`src/rtl/gpio_irq.sv`:
```
// gpio_irq: pin-change interrupt block on the GPIO input path.
// Synchronises, optionally debounces, and latches pin edges into pending bits.
module gpio_irq #(
  parameter int WIDTH  = 8,
  parameter int STABLE = 3
) (
  input  logic             clk,
  input  logic             rst,
  input  logic [3:0]       AD,
  input  logic [7:0]       DI,
  output logic [7:0]       DO,
  input  logic             rw,
  input  logic             cs,
  output logic             irq,
  input  logic [WIDTH-1:0] pins
);

  typedef enum logic [2:0] {
    A_PIN   = 3'd0,
    A_RISE  = 3'd1,
    A_FALL  = 3'd2,
    A_PEND  = 3'd3,
    A_MASK  = 3'd4,
    A_DBDIV = 3'd5,
    A_RSV6  = 3'd6,
    A_RSV7  = 3'd7
  } addr_e;

  localparam logic [3:0] STB_LAST = 4'(STABLE - 1);

  logic [WIDTH-1:0]      sync1_q, sync2_q;
  logic [WIDTH-1:0]      filt_q, filt_d;
  logic [WIDTH-1:0]      prev_q;
  logic [WIDTH-1:0]      rise_q, rise_d;
  logic [WIDTH-1:0]      fall_q, fall_d;
  logic [WIDTH-1:0]      pend_q, pend_d;
  logic [WIDTH-1:0]      mask_q, mask_d;
  logic [7:0]            div_q, div_d;
  logic [7:0]            pre_q, pre_d;
  logic [WIDTH-1:0][3:0] dcnt_q, dcnt_d;
  logic [7:0]            do_q, do_d;

  addr_e            addr;
  logic             wr, rd;
  logic             wr_rise, wr_fall, wr_pend;
  logic             wr_mask, wr_div;
  logic             bypass, tick;
  logic [WIDTH-1:0] filt, set, w1c;

  assign addr    = addr_e'(AD[2:0]);
  assign wr      = cs & ~rw;
  assign rd      = cs & rw;
  assign wr_rise = wr && (addr == A_RISE);
  assign wr_fall = wr && (addr == A_FALL);
  assign wr_pend = wr && (addr == A_PEND);
  assign wr_mask = wr && (addr == A_MASK);
  assign wr_div  = wr && (addr == A_DBDIV);

  assign bypass = (div_q == 8'd0);
  assign tick   = !bypass && (pre_q == div_q);
  assign filt   = bypass ? sync2_q : filt_q;

  assign set = (filt & ~prev_q & rise_q)
             | (~filt & prev_q & fall_q);
  assign w1c = wr_pend ? DI[WIDTH-1:0] : '0;

  assign irq = |(pend_q & mask_q);
  assign DO  = do_q;

  always_comb begin
    rise_d = wr_rise ? DI[WIDTH-1:0] : rise_q;
    fall_d = wr_fall ? DI[WIDTH-1:0] : fall_q;
    mask_d = wr_mask ? DI[WIDTH-1:0] : mask_q;
    div_d  = wr_div  ? DI : div_q;
    // set beats a same-cycle write-1-to-clear
    pend_d = (pend_q & ~w1c) | set;
  end

  always_comb begin
    pre_d = pre_q + 8'd1;
    if (wr_div || bypass || tick) begin
      pre_d = 8'd0;
    end
  end

  always_comb begin
    filt_d = filt_q;
    dcnt_d = dcnt_q;
    if (bypass) begin
      filt_d = sync2_q;
      dcnt_d = '0;
    end else if (wr_div) begin
      dcnt_d = '0;
    end else if (tick) begin
      for (int i = 0; i < WIDTH; i++) begin
        if (sync2_q[i] == filt_q[i]) begin
          dcnt_d[i] = 4'd0;
        end else if (dcnt_q[i] == STB_LAST) begin
          filt_d[i] = sync2_q[i];
          dcnt_d[i] = 4'd0;
        end else begin
          dcnt_d[i] = dcnt_q[i] + 4'd1;
        end
      end
    end
  end

  always_comb begin
    do_d = 8'd0;
    unique case (addr)
      A_PIN:   do_d[WIDTH-1:0] = filt;
      A_RISE:  do_d[WIDTH-1:0] = rise_q;
      A_FALL:  do_d[WIDTH-1:0] = fall_q;
      A_PEND:  do_d[WIDTH-1:0] = pend_q;
      A_MASK:  do_d[WIDTH-1:0] = mask_q;
      A_DBDIV: do_d            = div_q;
      A_RSV6,
      A_RSV7:  do_d            = 8'd0;
    endcase
  end

  always_ff @(posedge clk) begin
    if (rst) begin
      sync1_q <= '0;
      sync2_q <= '0;
      filt_q  <= '0;
      prev_q  <= '0;
      rise_q  <= '0;
      fall_q  <= '0;
      pend_q  <= '0;
      mask_q  <= '0;
      div_q   <= 8'd0;
      pre_q   <= 8'd0;
      dcnt_q  <= '0;
      do_q    <= 8'd0;
    end else begin
      sync1_q <= pins;
      sync2_q <= sync1_q;
      filt_q  <= filt_d;
      prev_q  <= filt;
      rise_q  <= rise_d;
      fall_q  <= fall_d;
      pend_q  <= pend_d;
      mask_q  <= mask_d;
      div_q   <= div_d;
      pre_q   <= pre_d;
      dcnt_q  <= dcnt_d;
      if (rd) begin
        do_q <= do_d;
      end
    end
  end

endmodule

```
`config.mk`:
```
export PLATFORM = sky130hd
export DESIGN_NAME = gpio_irq
export DESIGN_NICKNAME = d
export VERILOG_FILES = /design/src/rtl/gpio_irq.sv
export SDC_FILE = /design/constraint.sdc
export NUM_CORES = 1
export LEC_CHECK = 0
export CAP_MARGIN = 20
export CORE_UTILIZATION = 60
export CTS_CLUSTER_DIAMETER = 120
export DETAILED_ROUTE_END_ITERATION = 8
export PLACE_DENSITY = 0.8
export SETUP_SLACK_MARGIN = 0.1
export SYNTH_ARGS = -nofsm -noshare
export SYNTH_HDL_FRONTEND = slang
export SYNTH_SLANG_ARGS = --single-unit
```
`constraint.sdc`:
```
create_clock -name clk -period 6 [get_ports clk]
set_input_delay 1.5 -clock clk [delete_from_list [all_inputs] [get_ports clk]]
set_output_delay 1.5 -clock clk [all_outputs]
set_load 0.01 [all_outputs]
```
==> flow_summary.json <==
{
  "dr.pass1.iters": 8,
  "layout-drive-gt1-share_pct": 7.378,
  "fin_crit_ns": 3.770,
  "synthFlopType": "dfxtp_1",
  "cts_buffers": 17,
  "p_comb_share_pct": 7.9,
  "worstSetupPathType": "in -> reg",
  "die_area_um2": 10600,
  "grt_pass1_vias": 5052,
  "critPathLaunchType": "input port",
  "required_ns": 6.38,
  "viasPerCell": 6.390,
  "grt_pass1_wl_mm": 24.94,
  "total_power_mw": 1.957,
  "post_cts_buffers": 0,
  "grt_max_degree": 83,
  "finalHoldViolCount": 0,
  "synth.yosys.warnings": 0,
  "cp_max_fo": 21,
  "setup_tns_ns": 0,
  "clk_path_buf_depth": 2,
  "cts_sinks": 120,
  "syn_avg_cell_area_um2": 8.266,
  "fill_cells": 762,
  "drv_slew": 0,
  "r2r_slack_ns": 3.48,
  "p_clk_share_pct": 50.2,
  "skew_ns": 0.007385,
  "relSlewSlack_pct": 45.30,
  "clockRootBuffer": "clkbuf_8",
  "wl_mm": 15.84,
  "drt-initial-drc-count": 471,
  "fin_crit_sh_pct": 62.83,
  "area_growth_pct": 14.81,
  "core_area_um2": 9819,
  "via_count": 5700,
  "synth_nets": 781,
  "cp-end-kind": "flop",
  "initial_core_util_pct": 62.30,
  "synthCells": 740,
  "grt_antenna_before_repair": 0,
  "p_int_mw": 1.475,
  "tightest_slew_ns": 0.8187,
  "hpwl_mm": 10.06,
  "vdd_drop_max_uv": 236.9,
  "cts_tree": "done",
  "outcome": "completed",
  "pre_cts_slack_ns": 1.823,
  "ys_types": 39,
  "rsz0062_at_grt": "no",
  "fmax_ghz": 0.2653,
  "clk_pin_slew_ns": 0.06,
  "htreeDepth": 4,
  "fp.dieH_um": 103.0,
  "async_reset_ff_share_pct": 0,
  "ant_nets": 0,
  "maxCapViolCount": 0,
  "gp_congestion": 0.8899,
  "power_density_nw_per_um2": 278.7,
  "final_nets": 787,
  "diodes": 0,
  "ctsHoldBuffers": 0,
  "io_buffers": 31,
  "ys_ff_latch": 120,
  "arrival_ns": 4.14,
  "p_leak_nw": 2.308,
  "switching_power_uw": 482.1,
  "grtUsageTotal_pct": 30.92,
  "synth_area_um2": 6117,
  "seq_power_share_pct": 41.9,
  "drc": 0,
  "row_count": 36,
  "cts_resized": 0,
  "setup_viol": 0,
  "routedWlPerCell_um": 17.76,
  "grt-ovfl-total": 0,
  "pin_count": 33,
  "synth_edf_count": 0,
  "final.setup.worst_slack_ns": 2.230,
  "worst_skew_pair.late_latency_ns": 0.53,
  "hp-class": "reg -> reg",
  "switching_share_pct": 24.63,
  "fp.dieW_um": 103.0,
  "ys_seq_area_share_pct": 39.27
}
worst paths after layout:
check             startpoint         end  cells past startpoint
setup / recovery       AD[1]   fall_q[7]                      5
hold / removal    sync1_q[0]  sync2_q[0]                      1
setup reg to reg    div_q[4]    pre_q[4]                      6
hold reg to reg   sync1_q[0]  sync2_q[0]                      1
area by class of cell:
type                       instances  area [um^2]  area share, %
clock buffer                      21        449.2          6.396
clock inverter                    11        122.6          1.746
inverter                          16        60.06         0.8552
multi-input combinational        548         3407          48.51
sequential                       120         2402          34.21
tap                              133        166.4          2.370
timing repair buffer              43        415.4          5.915
cell usage after synthesis (16+ instances only):
library cell | count | area [um^2]
inv_1 | 16 | 60.06
o21ai_0 | 24 | 120.1
a31oi_1 | 16 | 100.1
nand2b_1 | 24 | 150.1
dfxtp_1 | 120 | 2402
o41ai_1 | 16 | 140.1
xnor2_1 | 17 | 148.9
ha_1 | 17 | 212.7
a21boi_0 | 16 | 120.1
nor2b_1 | 19 | 118.9
nor3b_1 | 17 | 127.6
nand3_1 | 45 | 225.2
nor2_1 | 35 | 131.4
nand2_1 | 62 | 232.7
nor3_1 | 39 | 195.2
nand4_1 | 35 | 219.0
clkbuf_1 | 40 | 150.1
a21oi_1 | 65 | 325.3
o31ai_1 | 16 | 120.1
mux2i_1 | 24 | 240.2
critical path, cell delays in order:
cell             delay (ns)
clkdlybuf4s50_1        0.98
nor2b_1                0.70
nand2_1                0.53
mux2i_1                0.33
nor2_1                 0.09
flip-flops by register name (all words and copies together) (netlist names):
signal	flops
DO	8
dcnt_q	32
div_q	8
fall_q	8
filt_q	8
mask_q	8
pend_q	8
pre_q	8
prev_q	8
rise_q	8
sync1_q	8
sync2_q	8
kinds of logic after synthesis:
| family | count (synthesis) | share of synthesized area (%) |
|---|---|---|
| adder cells (fa/ha/maj) | 17 | 3.477 |
| buffers and inverters | 72 | 5.032 |
| flip-flops | 120 | 39.27 |
| multiplexers | 24 | 3.927 |
| XOR/XNOR | 22 | 3.150 |
| AO/OA/AOI/OAI | 165 | 16.77 |
| AND/OR/NAND/NOR | 320 | 28.37 |
per-layer routing:
metal  up-vias  part of all wire [%]  global-route usage, %  routed length, um
met3        33                   7.8                  8.203               1238
met2       250                    47                  48.36               7462
li1       2714                     -                      -                  -
met5         -                     0                      0                  0
met1      2703                    43                  41.15               6818
met4         0                   2.0                  11.16                320
layout by cell type (no fill, tap or decap), types with 2 or more instances in the layout:
cell type,instances
o21ai_0,24
buf_4,11
a21boi_0,16
and4_1,2
a21oi_1,65
nand4_1,35
ha_1,17
a31oi_1,16
nand3_1,45
bufinv_16,2
nor4b_1,8
clkinv_2,3
clkbuf_8,3
a221oi_1,8
nor2_1,35
o31ai_1,16
nor4_1,8
mux2i_1,24
nor3b_1,17
clkdlybuf4s50_1,30
dfxtp_1,120
clkbuf_1,2
clkbuf_16,16
nor2b_1,19
or3_1,10
and3_2,8
nand2b_1,24
nand2_1,62
nor4_2,2
a22oi_1,4
clkinvlp_4,4
inv_1,16
nor3_1,39
xnor2_1,17
o41ai_1,16
and3_1,2
xor2_1,5
per-stage QoR:
step	hold WS (ns)	utilization [%]	instance area [um^2]	instances
after floorplan	0.4138	-	6117	740
after global placement	0.4294	65.42	6424	859
after detailed placement	0.4231	65.42	6424	859
after CTS	0.4435	71.24	6995	891
after global routing	0.4462	71.52	7023	892
final	0.4431	71.52	7023	892
power groups by stage:
stage | registers [mW] | clock network (mW) | logic, mW
global route | 0.821 | 1.03 | 0.165
CTS | 0.820 | 0.995 | 0.148
floorplan | 0.835 | 0 | 0.0998
detailed placement | 0.837 | 0 | 0.147
finish | 0.820 | 0.982 | 0.155
global placement | 0.837 | 0 | 0.142
No activity file was read; power rests on OpenSTA's default activity.
